[src/rtl/fifo_param.sv]
// fifo_param: parametrised synchronous FIFO with occupancy count, level flags, sticky errors and flush
module fifo_param #(
  parameter int WIDTH    = 8,
  parameter int DEPTH    = 16,
  parameter int AW       = 4,
  parameter int AF_LEVEL = 12,
  parameter int AE_LEVEL = 4
) (
  input  logic             ck,
  input  logic             rst,
  input  logic             Clr,
  input  logic [WIDTH-1:0] Din,
  input  logic             Wen,
  input  logic             Ren,
  output logic [WIDTH-1:0] Dout,
  output logic             Dvalid,
  output logic             Fempty,
  output logic             Ffull,
  output logic             Faempty,
  output logic             Fafull,
  output logic [AW:0]      Count,
  output logic             Ovf,
  output logic             Udf
);
  localparam logic [AW:0] CFULL = (AW+1)'(DEPTH);
  localparam logic [AW:0] CAF   = (AW+1)'(AF_LEVEL);
  localparam logic [AW:0] CAE   = (AW+1)'(AE_LEVEL);
  logic [WIDTH-1:0] mem [DEPTH];
  logic [AW-1:0]    wp, rp;
  logic             rd_ok, wr_ok;
  logic [AW:0]      cnt_n;
  // acceptance decided on pre-edge state; a read frees the slot a full-FIFO write needs
  always_comb begin
    rd_ok = ~Clr & Ren & (Count != '0);
    wr_ok = ~Clr & Wen & ((Count != CFULL) | rd_ok);
    cnt_n = Count + (AW+1)'(wr_ok) - (AW+1)'(rd_ok);
  end
  // storage array, never cleared; writes suppressed while reset is held
  always_ff @(posedge ck)
    if (wr_ok & ~rst) mem[wp] <= Din;
  // pointers, count, registered flags and sticky error bits
  always_ff @(posedge ck or posedge rst)
    if (rst) begin
      wp      <= '0;
      rp      <= '0;
      Count   <= '0;
      Fempty  <= 1'b1;
      Ffull   <= 1'b0;
      Faempty <= 1'b1;
      Fafull  <= 1'b0;
      Dout    <= '0;
      Dvalid  <= 1'b0;
      Ovf     <= 1'b0;
      Udf     <= 1'b0;
    end else if (Clr) begin
      wp      <= '0;
      rp      <= '0;
      Count   <= '0;
      Fempty  <= 1'b1;
      Ffull   <= 1'b0;
      Faempty <= 1'b1;
      Fafull  <= 1'b0;
      Dvalid  <= 1'b0;
      Ovf     <= 1'b0;
      Udf     <= 1'b0;
    end else begin
      wp      <= wr_ok ? wp + 1'b1 : wp;
      rp      <= rd_ok ? rp + 1'b1 : rp;
      Dout    <= rd_ok ? mem[rp] : Dout;
      Dvalid  <= rd_ok;
      Count   <= cnt_n;
      Fempty  <= cnt_n == '0;
      Ffull   <= cnt_n == CFULL;
      Faempty <= cnt_n <= CAE;
      Fafull  <= cnt_n >= CAF;
      Ovf     <= Ovf | (Wen & ~wr_ok);
      Udf     <= Udf | (Ren & ~rd_ok);
    end
endmodule

[config.mk]
export PLATFORM = sky130hd
export DESIGN_NAME = fifo_param
export DESIGN_NICKNAME = d
export VERILOG_FILES = /design/src/rtl/fifo_param.sv
export SDC_FILE = /design/constraint.sdc
export NUM_CORES = 1
export LEC_CHECK = 0
export ABC_AREA = 1
export BUFFER_PORTS_ARGS = -buffer_cell sky130_fd_sc_hd__buf_2
export CAP_MARGIN = 20
export CELL_PAD_IN_SITES_DETAIL_PLACEMENT = 1
export CELL_PAD_IN_SITES_GLOBAL_PLACEMENT = 2
export CORE_MARGIN = 2
export CORE_UTILIZATION = 32
export DETAILED_ROUTE_END_ITERATION = 12
export PLACE_DENSITY = 0.69
export REMOVE_ABC_BUFFERS = 1
export SETUP_SLACK_MARGIN = 0.1
export SYNTH_ARGS = -nofsm -noshare
export SYNTH_HDL_FRONTEND = slang
export SYNTH_SLANG_ARGS = --single-unit
[constraint.sdc]
create_clock -name ck -period 7.5 [get_ports ck]
set_clock_uncertainty 0.2 [all_clocks]
set_input_delay 0.75 -clock ck [delete_from_list [all_inputs] [get_ports ck]]
set_output_delay 0.75 -clock ck [all_outputs]
set_load 0.01 [all_outputs]
-- Word level (Yosys, flattened, before mapping)
Memory sizes are Yosys's and may differ from the RTL's. A register that Yosys moved wholly into a read port is not among the register bits.
Cells that the tools add are included.
- bits in registers: 20
- output and inout port bits: 20
- bits of input ports: 13
- RAM bits: 128
- memories kept: 1
- logic and storage cells: 52
- memories (memory ; depth ; bits a word ; read ports ; clocked after memory_dff ; write ports ; line ; RTL):
    mem ; 16 ; 8 ; 1 ; 1 ; 1 ; 28 ; logic [WIDTH-1:0] mem [DEPTH];
- reductions and logical operators: 5
- equal/unequal tests: 2
- order comparisons: 2
- add/subtract/negate cells: 4
- muxes and demuxes: 14
- bitwise logic cells: 14
- operators by type and width (cell ; count):
    $mux 4 ; 4
    $mux 1 ; 9
    $add 4x1->4 const B ; 2
    $and 1x1->1 ; 7
    $add 5x1->5 ; 1
    $eq 5x5->1 const B ; 1
    $ge 5x4->1 const B ; 1
    $le 5x3->1 const B ; 1
    $logic_not 5->1 ; 1
    $mux 5 ; 1
    $ne 5x5->1 const B ; 1
    $reduce_bool 5->1 ; 1
    $sub 5x1->5 ; 1
    $not 1->1 ; 4
    $reduce_bool 2->1 ; 2
    $or 1x1->1 ; 3
    $reduce_and 2->1 ; 1

-- Logic depth before layout (Yosys ltp)
Gate-level depths: netlist of run 1.
- word-level depth: 9
- depth in mapped cells: 17
- depth with buffers taken out: 16

-- Least setup slack after synthesis of run 1
No wires, ideal clock.
- kind: input-to-reg
- start point: input Clr
- end point: register Fempty
- data arrival time: 2.716 ns
- setup time: 0.073 ns
- data required time: 7.227 ns
- stages on the path: 14
- path slack: 4.511 ns
- cells stage by stage: buf_6 -> inv_6 -> nand2_4 -> inv_1 -> nand2_1 -> buf_2 -> inv_1 -> ha_1 -> inv_1 -> ha_1 -> fa_1 -> xnor2_1 -> nand3_1 -> a21oi_1
- cells in the longest elaborated chain, start to end: 9
- RTL lines (what ; line ; RTL):
    from (decl) ; 11 ; input logic Clr,
    $not 1->1 (no source line) ; -- ;
    $and 1x1->1 (2 in series) ; 34 ; rd_ok = ~Clr & Ren & (Count != '0);
    $or 1x1->1 ; 35 ; wr_ok = ~Clr & Wen & ((Count != CFULL) | rd_ok);
    $and 1x1->1 ; 35 ;
    $add 5x1->5 ; 36 ; cnt_n = Count + (AW+1)'(wr_ok) - (AW+1)'(rd_ok);
    $sub 5x1->5 ; 36 ;
    $logic_not 5->1 ; 72 ; Fempty <= cnt_n == '0;
    $mux 1 (*) ; 55 ; end else if (Clr) begin
    to (signal assigned) ; 47 ; Fempty <= 1'b1;
    to (signal assigned) ; 59 ; Fempty <= 1'b1;
    to (signal assigned) ; 72 ;
    to (decl) ; 17 ; output logic Fempty,
Mark *: on every way between the ends. The rest lies on a longest branch, timed or not.
A chain may end at the register's enable or synchronous reset.

-- Worst setup path in the final report of run 1
- start point: register Count[2]
- end point: register Fempty
- cells in the longest elaborated chain, start to end: 8
- RTL lines (what ; line ; RTL):
    from (decl) ; 21 ; output logic [AW:0] Count,
    from (signal assigned) ; 71 ; Count <= cnt_n;
    $reduce_bool 5->1 ; 34 ;
    $and 1x1->1 ; 34 ;
    $or 1x1->1 ; 35 ;
    $and 1x1->1 ; 35 ;
    $add 5x1->5 ; 36 ;
    $sub 5x1->5 (*) ; 36 ;
    $logic_not 5->1 (*) ; 72 ;
    $mux 1 (*) ; 55 ;
Marked as above.

==> results.txt, run 1 <==
The run finished with clean final reports. The die extent in y came out at 153 um. The met3 routed wirelength came out at 595 um.

The routed metal-1 wirelength is 8590 um. After detailed routing, the number of vias per cell comes to 4.65. At the later pin of the worst-skew pair, clock insertion delay measures 0.43 ns. The final weighted congestion of routability-driven global placement is 0.788. Overall power consumption after layout is estimated at 2.58 mW. The final routed DRC violation total is 0. The uppermost layer routed is met4. Yosys mapped a number of flops with a built-in enable equal to 128.

Setup violations remaining at the end of the flow were counted as 0. The final layout contains 769 nets. The post-cts sizing count is 0. In this run the tool buffered the top-level ports with 32 buffer cells.

The number of primary I/O pins came out at 33. The critical path startpoint category is a flip-flop. The final core area utilization came out at 37.0%. The power per cell area came out at 321 mW/mm2. Global routing finished with a remaining overflow of 0. The cell sitting at the root of the clock tree is a clkbuf_16. The maximum operating frequency came out at 0.314 GHz. The die is 153 um wide. The number of library cell types mapped by synthesis is 28. Setup repair after global routing left no endpoint under its margin. Of the synthesized area, sequential elements account for 64.4%. The total of warnings raised by yosys came out at 0. The element type at the critical path end is a flip-flop. The worst-case hold slack came out at 0.200 ns. The data required time of the worst path is 7.65 ns. The synthesized area came out at 0.00706 mm2. The total die area is 0.0233 mm2. The count of hold-fix buffers inserted at cts came out at 0.

The first routing iteration left 305 violations. Along the worst path, the maximum fanout reaches 13. Dividing the final minimum period by the clock period gives 42.4%. The number of storage elements in the synthesis netlist came out at 156. The number of setup buffers added after CTS is 0. The final antenna-violating net count is 0.

The area share of the largest cell type after synthesis is 54.5%. Wires add up to 18600 um. The layout overhead on the synthesized area came out at 14.0%. The number of inserted diodes came out at 0.

The cell with the largest stage delay on the worst path is dfrtp_1. The total area inside the core boundary comes to 0.0218 mm2. Across all layers, the routed design uses 4814 vias. The HPWL after detailed placement is 12200 um. The leakage power total came out at 3.54 nW. The worst setup path is of the reg -> reg kind. The final period demand of the worst path is 3.18 ns.

The maximum VDD drop came out at 0.000157 V. The CTS clock-pin slew for the worst setup and hold paths is 0.06 ns. Traced cell by cell, the critical path runs through inv_1 -> ha_1 -> nand3_1 -> nand2_1 -> inv_1 -> ha_1 -> inv_1 -> ha_1 -> fa_1 -> xnor2_1 -> nand3_1 -> a21oi_1. The maximum number of pins on one net before global-route repair is 53.

The number of buffers and inverters on the critical path is 3. Among all cell types in the netlist, the one instantiated most often is nand2_1. The slew at the pin closest to its max-slew limit is 1.00 ns. The layout cell share with drive strength beyond 1 is 10.9%. After technology mapping, the gate count stands at 715.

The number of max-cap violations came out at 0. The arrival time reported for the critical path endpoint came out at 3.33 ns. The average cell area after synthesis is 9.87 um2. After detailed routing, the average wire length per cell comes to 18.0 um. In the synthesized netlist, the cells that appear most often are nand2_1, edfxtp_1, inv_1, nand3_1, nor2_1. The delay of the slowest cell on the worst path came out at 0.41 ns. Among cell families on the critical path, the largest total delay comes from adder cells.

The number of sinks on the clock net came out at 156. The iteration count of the initial detailed-routing pass came out at 4. The row count came out at 54. For this run, the total global-route usage over all layers was measured as 16.9%. The H-tree depth came out at 4. For this configuration, the core starts out at a cell density of 32.4%.

Detailed routing placed a total of 9060 um of wire on met2. The initial antenna violation count is 0. The class of the tightest hold or removal check is in -> async. The cell type contributing the most total cell area after synthesis is edfxtp_1. The number of buffers on the longest clock path came out at 2.

The most frequently used flop master after synthesis is edfxtp_1. TritonCTS built the clock tree. The first global-routing pass estimated 29700 um of wire. For this run, asynchronously set or reset flops after synthesis account for 17.9%. The via count of the first global-routing pass was 5143. In this run the tightest slew margin relative to its limit is 32.9%. The number of failing hold endpoints at the final stage came out at 0.

The number of pins exceeding their max-slew limit in the final report came out at 0. By area the synthesized netlist is led by edfxtp_1, nand2_1, dfrtp_1. In this run, CTS created clock tree buffers numbering 17. The total negative setup slack is 0 ns.
## area by class of cell
cell class                      instances  area [um2]
Clock buffer                           19         433
Timing Repair Buffer                   39         213
Multi-Input combinational cell        404        1850
Sequential cell                       156        4550
Inverter                              126         478
Clock inverter                         11         170
Tap cell                              280         350
Fill cell                            2467       13700
## where the power goes
part           internal [mW]  switching, mW
Sequential             0.998         0.0542
Clock                  0.553          0.345
Combinational          0.196          0.435
Total                   1.75          0.834
## registers in the layout (all words and copies together), names as in the netlist
signal and count:
Faempty 1, mem 128, wp 4, Ffull 1
Dout 8, Ovf 1, Udf 1, Fafull 1
Fempty 1, Dvalid 1, Count 5, rp 4
## cells by family after synthesis
group | share of synthesized area, %
xor gates and xnor gates | 0.248
AOI/OAI and AO/OA | 1.19
and+or+nand+nor | 22.6
DFF | 64.4
buffers and inverters | 9.31
adders and majority gates | 2.23
## placed cells by master, fill, tap and decap left out, types with 4 or more instances in the layout
master,Yosys,layout
inv_1,121,121
ha_1,11,11
o21ai_0,8,8
buf_4,7,7
nand3_1,107,107
nor2_1,27,27
buf_2,17,32
a21oi_1,4,4
dfrtp_1,26,25
clkbuf_16,0,17
edfxtp_1,128,128
nor2_2,5,5
nand2_1,229,229
bufinv_16,0,4
## metrics by stage
stage / cells / area (um2) / setup slack [ns]
finish: 1035 / 8050 / 4.32
global route: 1035 / 8050 / 4.03
CTS: 1035 / 8050 / 4.28
detailed placement: 1005 / 7440 / 3.96
global placement: 1004 / 7440 / 4.09
floorplan: 686 / 6880 / 4.64
## metal layers
layer	global-route usage (%)	vias to the layer above
met5	0	-
met4	5.60	0
met3	3.07	21
met2	28.4	54
met1	22.3	2408
li1	-	2331
## tightest hold or removal path: stages
cell and delay, ns:
buf_2 0.10, inv_1 0.04, buf_4 0.36
## worst paths after layout
kind	depth (start not counted)	slack (ns)	from	to
hold / removal	3	0.20	rst	Dvalid$_DFF_PP0_
setup reg to reg	12	4.32	Count[2]$_DFF_PP0_	Fempty$_DFF_PP1_
max in group asynchronous	3	6.57	rst	rp[0]$_DFFE_PP0P_
min in group ck	2	0.29	Dout[5]$_DFFE_PP0P_	Dout[5]$_DFFE_PP0P_
hold reg to reg	2	0.29	Dout[5]$_DFFE_PP0P_	Dout[5]$_DFFE_PP0P_
setup / recovery	12	4.32	Count[2]$_DFF_PP0_	Fempty$_DFF_PP1_
(Power assumes the default switching activity.)
==> run 2, diff against run 1 <==
--- a/config.mk
+++ b/config.mk
@@ -5,7 +5,7 @@
 export SDC_FILE = /design/constraint.sdc
 export NUM_CORES = 1
 export LEC_CHECK = 0
-export ABC_AREA = 1
+export ABC_AREA = 0
 export BUFFER_PORTS_ARGS = -buffer_cell sky130_fd_sc_hd__buf_2
 export CAP_MARGIN = 20
 export CELL_PAD_IN_SITES_DETAIL_PLACEMENT = 1
@@ -13,7 +13,7 @@
 export CORE_MARGIN = 2
 export CORE_UTILIZATION = 32
 export DETAILED_ROUTE_END_ITERATION = 12
-export PLACE_DENSITY = 0.69
+export PLACE_DENSITY = 0.63
 export REMOVE_ABC_BUFFERS = 1
 export SETUP_SLACK_MARGIN = 0.1
 export SYNTH_ARGS = -nofsm -noshare
==> constraint.sdc (replaced) <==
create_clock -name ck -period 2.85 [get_ports ck]
set_clock_uncertainty 0.2 [all_clocks]
set_input_delay 0.285 -clock ck [delete_from_list [all_inputs] [get_ports ck]]
set_output_delay 0.285 -clock ck [all_outputs]
set_load 0.01 [all_outputs]
==> results.txt, run 2 <==
In this run the tool buffered the top-level ports with 32 buffer cells. The run finished, with violations left. The total of warnings raised by yosys came out at 0. The largest registers in the layout are mem (128), Dout (8), Count (5). The number of enable-type register cells in the synthesized netlist is 128. The number of failing hold endpoints at the final stage is 0. The wire length per cell came out at 20.3 um.

Leaving out fill and tap cells, the most frequent cell in the layout is edfxtp_1. The internal reg-to-reg setup slack is -0.19 ns. The total non-filler cell area in the finished layout is 0.00790 mm2. The layout overhead on the synthesized area came out at 22.5%. Power comes to 6.72 mW. For the worst setup path, the data required time is 2.97 ns. The via density per instance is 4.81. Setup repair after global routing could not meet its margin everywhere. The count of vias placed by the detailed router is 3394.

In the synthesized netlist, the cells that appear most often are edfxtp_1, dfrtp_1, mux4_2, nor2_1, inv_1. The worst hold path terminates at mem[6][6]$_DFFE_PP_. The mapped netlist covers 0.00644 mm2. The class of the tightest hold or removal check is in -> reg.

The first global-routing pass estimated 22500 um of wire. The total cell area at the placement stage came out at 0.00712 mm2. The congestion estimate from routability-driven global placement came to 0.709. The cell that appears most often on the critical path is ha_4. The number of library cell types mapped by synthesis is 48. Counting the buffers created by CTS gives 17. The sequential-to-total area share from yosys stat came out at 70.6%. The number of pins exceeding their max-slew limit in the final report is 0. For this block, the initial DRC count from the detailed router was 141.

The fraction of synthesis flops using an asynchronous set or reset pin is 17.9%. The layout cell share with drive strength beyond 1 came out at 36.5%. TritonCTS built the clock tree. The maximum number of pins on one net before global-route repair is 29. The residual overflow from global routing came out at 0.

The relative slew slack is 55.0%. The wire-length estimate of the detail-placed layout is 9290 um. Leaving out fill and tap cells, the most frequent cells in the layout are edfxtp_1, buf_4, buf_2. The leakage power total came out at 2.83 nW. The cell type contributing the most total cell area after synthesis is edfxtp_1. Dividing total power by cell area gives a power density of 851 mW/mm2.

Among all flip-flop cells after synthesis, the most frequent one is edfxtp_1. Walking the worst path, the cells encountered are inv_2 -> ha_4 -> or4b_4 -> nand2_8 -> inv_4 -> ha_4 -> inv_2 -> ha_4 -> fa_2 -> a21oi_4 -> o21bai_4 -> xnor2_2 -> nor4bb_2. For this design the top-level I/O count stands at 33.

The initial antenna violation count came out at 0. STA classifies the critical path endpoint as a flip-flop. The slowest stage of the critical path is the or4b_4 cell.

Grouping stages by cell kind, the critical path spends the most delay in adder cells. The worst setup path startpoint is Count[2]$_DFF_PP0_. The number of cells on the worst reg-to-reg path is 13. The slew at the pin closest to its max-slew limit is 0.675 ns. The worst-case hold slack is 0.0456 ns. After synthesis, the cell types taking the most area are edfxtp_1, dfrtp_1, mux4_2.

The via count of the first global-routing pass came to 3784. The post-synthesis instance total came out at 345. More flip-flops sit in one register than any other, and that register is mem.

The synthesized design devotes to its leading area cell type 59.7% of total area. Clock tree synthesis found a total of 156 sinks. The H-tree depth is 4. The maximum VDD drop came out at 0.000568 V. The total die area is 0.0213 mm2. The average cell area after synthesis is 18.7 um2.

The iteration count of the initial detailed-routing pass is 4. STA classifies the critical path startpoint as a flip-flop. The beginning of the worst hold path is Din[6]. The most frequent cell after synthesis is edfxtp_1. Once routing completed, OpenROAD measured the worst setup slack at -0.188 ns. Together, buffers and inverters on the worst path number 3. The final period demand of the worst path came out at 3.04 ns. The share of the clock period used by the worst path after layout is 107%. The number of buffers on the longest clock path is 2.

The row count is 51. The aggregate routed wire length is 14300 um. The hold path depth came out at 1. The number of storage elements in the synthesis netlist is 156.

The arrival time reported for the critical path endpoint is 3.16 ns. The total negative setup slack came out at -0.604 ns. The number of max-cap violations came out at 0. The number of inserted diodes is 0.

The register with the most flip-flops in the layout has 128 of them. The count of nets after finishing came out at 453. The tree is rooted in a clkbuf_16.

The die extent in x is 146 um. The die is 146 um tall. The largest single stage delay on the critical path is 0.50 ns. The minimum setup slack after placement came out at -0.472 ns. Based on the critical path, the design can be clocked at up to 0.329 GHz.

After detailed routing, the number of remaining DRC violations is 0. The maximum net fanout on the critical path came out at 3. Setup violations remaining at the end of the flow were counted as 6. After filler insertion, the fill cell instance count of the layout stands at 1945. The source of the worst register-to-register timing path is Count[2]$_DFF_PP0_. The reg-to-reg endpoint is Ffull$_DFF_PP0_.

Clock-pin slew was measured on the worst setup and hold paths at 0.06 ns. The area of the core region is 0.0196 mm2. The final antenna-violating net count came out at 0. The initial utilization of the core area, before any placement, comes to 32.9%. For the worst-skew pair, the clock arrives at the later sink with an insertion delay of 0.42 ns.

The global-route total usage across every layer came out at 14.3%. The critical path in this run is classified as reg -> reg. The checks that failed: setup timing.
## run 2: changes by cell type in the layout (fill, tap and decap cells not counted), moves of 8 or more
| cell | before | now |
|---|---|---|
| a21o_1 | 0 | 8 |
| buf_4 | 7 | 44 |
| inv_1 | 121 | 8 |
| mux2i_1 | 0 | 9 |
| mux4_1 | 0 | 8 |
| mux4_2 | 0 | 24 |
| nand2_1 | 229 | 7 |
| nand3_1 | 107 | 3 |
## run 2: metrics by stage
stage	std cells	util (%)
after floorplan	328	-
after global routing	706	40.3
after global placement	668	36.3
after detailed placement	668	36.3
final	706	40.3
after CTS	705	40.2
## run 2: area by class of cell
type	count	area (um2)	area share, %
flip-flops and latches	156	4550	57.6
multi-input cells	159	1790	22.7
repair buffers	81	551	6.97
clock buffers	17	425	5.39
well taps	265	332	4.20
clock inverters	15	195	2.47
inverters	13	53.8	0.681
## run 2: worst register-to-register path, cell delays in order, from the launching register on
cell and delay [ns]:
dfrtp_1 0.39, inv_2 0.09, ha_4 0.14, or4b_4 0.50, nand2_8 0.09, inv_4 0.03, ha_4 0.25, inv_2 0.04
ha_4 0.15, fa_2 0.37, a21oi_4 0.15, o21bai_4 0.09, xnor2_2 0.16, nor4bb_2 0.29
## run 2: how the worst max path moves through the flow
stage                       to  depth (start not counted)
2_1_floorplan  Ffull$_DFF_PP0_                         13
3_3_place_gp   Ffull$_DFF_PP0_                         13
3_5_place_dp   Ffull$_DFF_PP0_                         12
4_1_cts        Ffull$_DFF_PP0_                         13
5_1_grt        Ffull$_DFF_PP0_                         13
6_report       Ffull$_DFF_PP0_                         13
## run 2: repair_timing
item                                    CTS  global route
hold endpoints to repair                 11             0
hold buffers                              4             0
endpoints found under the setup margin    8             8
resized for setup                        19             5
setup buffers                             1             1
pin swaps                                 9             8
## run 2: kinds of logic (layout without fill, tap and decap cells)
logic type | count (synthesis) | count (layout) | share of synthesized area, %
XOR/XNOR | 8 | 8 | 1.09
multiplexers | 43 | 43 | 13.4
AND/OR/NAND/NOR | 56 | 56 | 4.80
buffers and inverters | 30 | 126 | 3.18
adder cells (fa/ha/maj) | 12 | 12 | 2.45
flip-flops | 156 | 156 | 70.6
AO/OA/AOI/OAI | 40 | 40 | 4.54
## run 2: power by group
group | switching, mW | internal [mW]
clock network | 0.918 | 1.47
registers | 0.0808 | 2.63
logic | 0.816 | 0.811
total | 1.81 | 4.90
## run 2: per-layer routing
metal	global-route usage, %	vias to the layer above	share of wire (%)
met5	0	-	0
met4	3.87	0	0.91
met3	3.35	11	2.8
met2	24.1	41	50
met1	18.6	1816	46
li1	-	1526	-
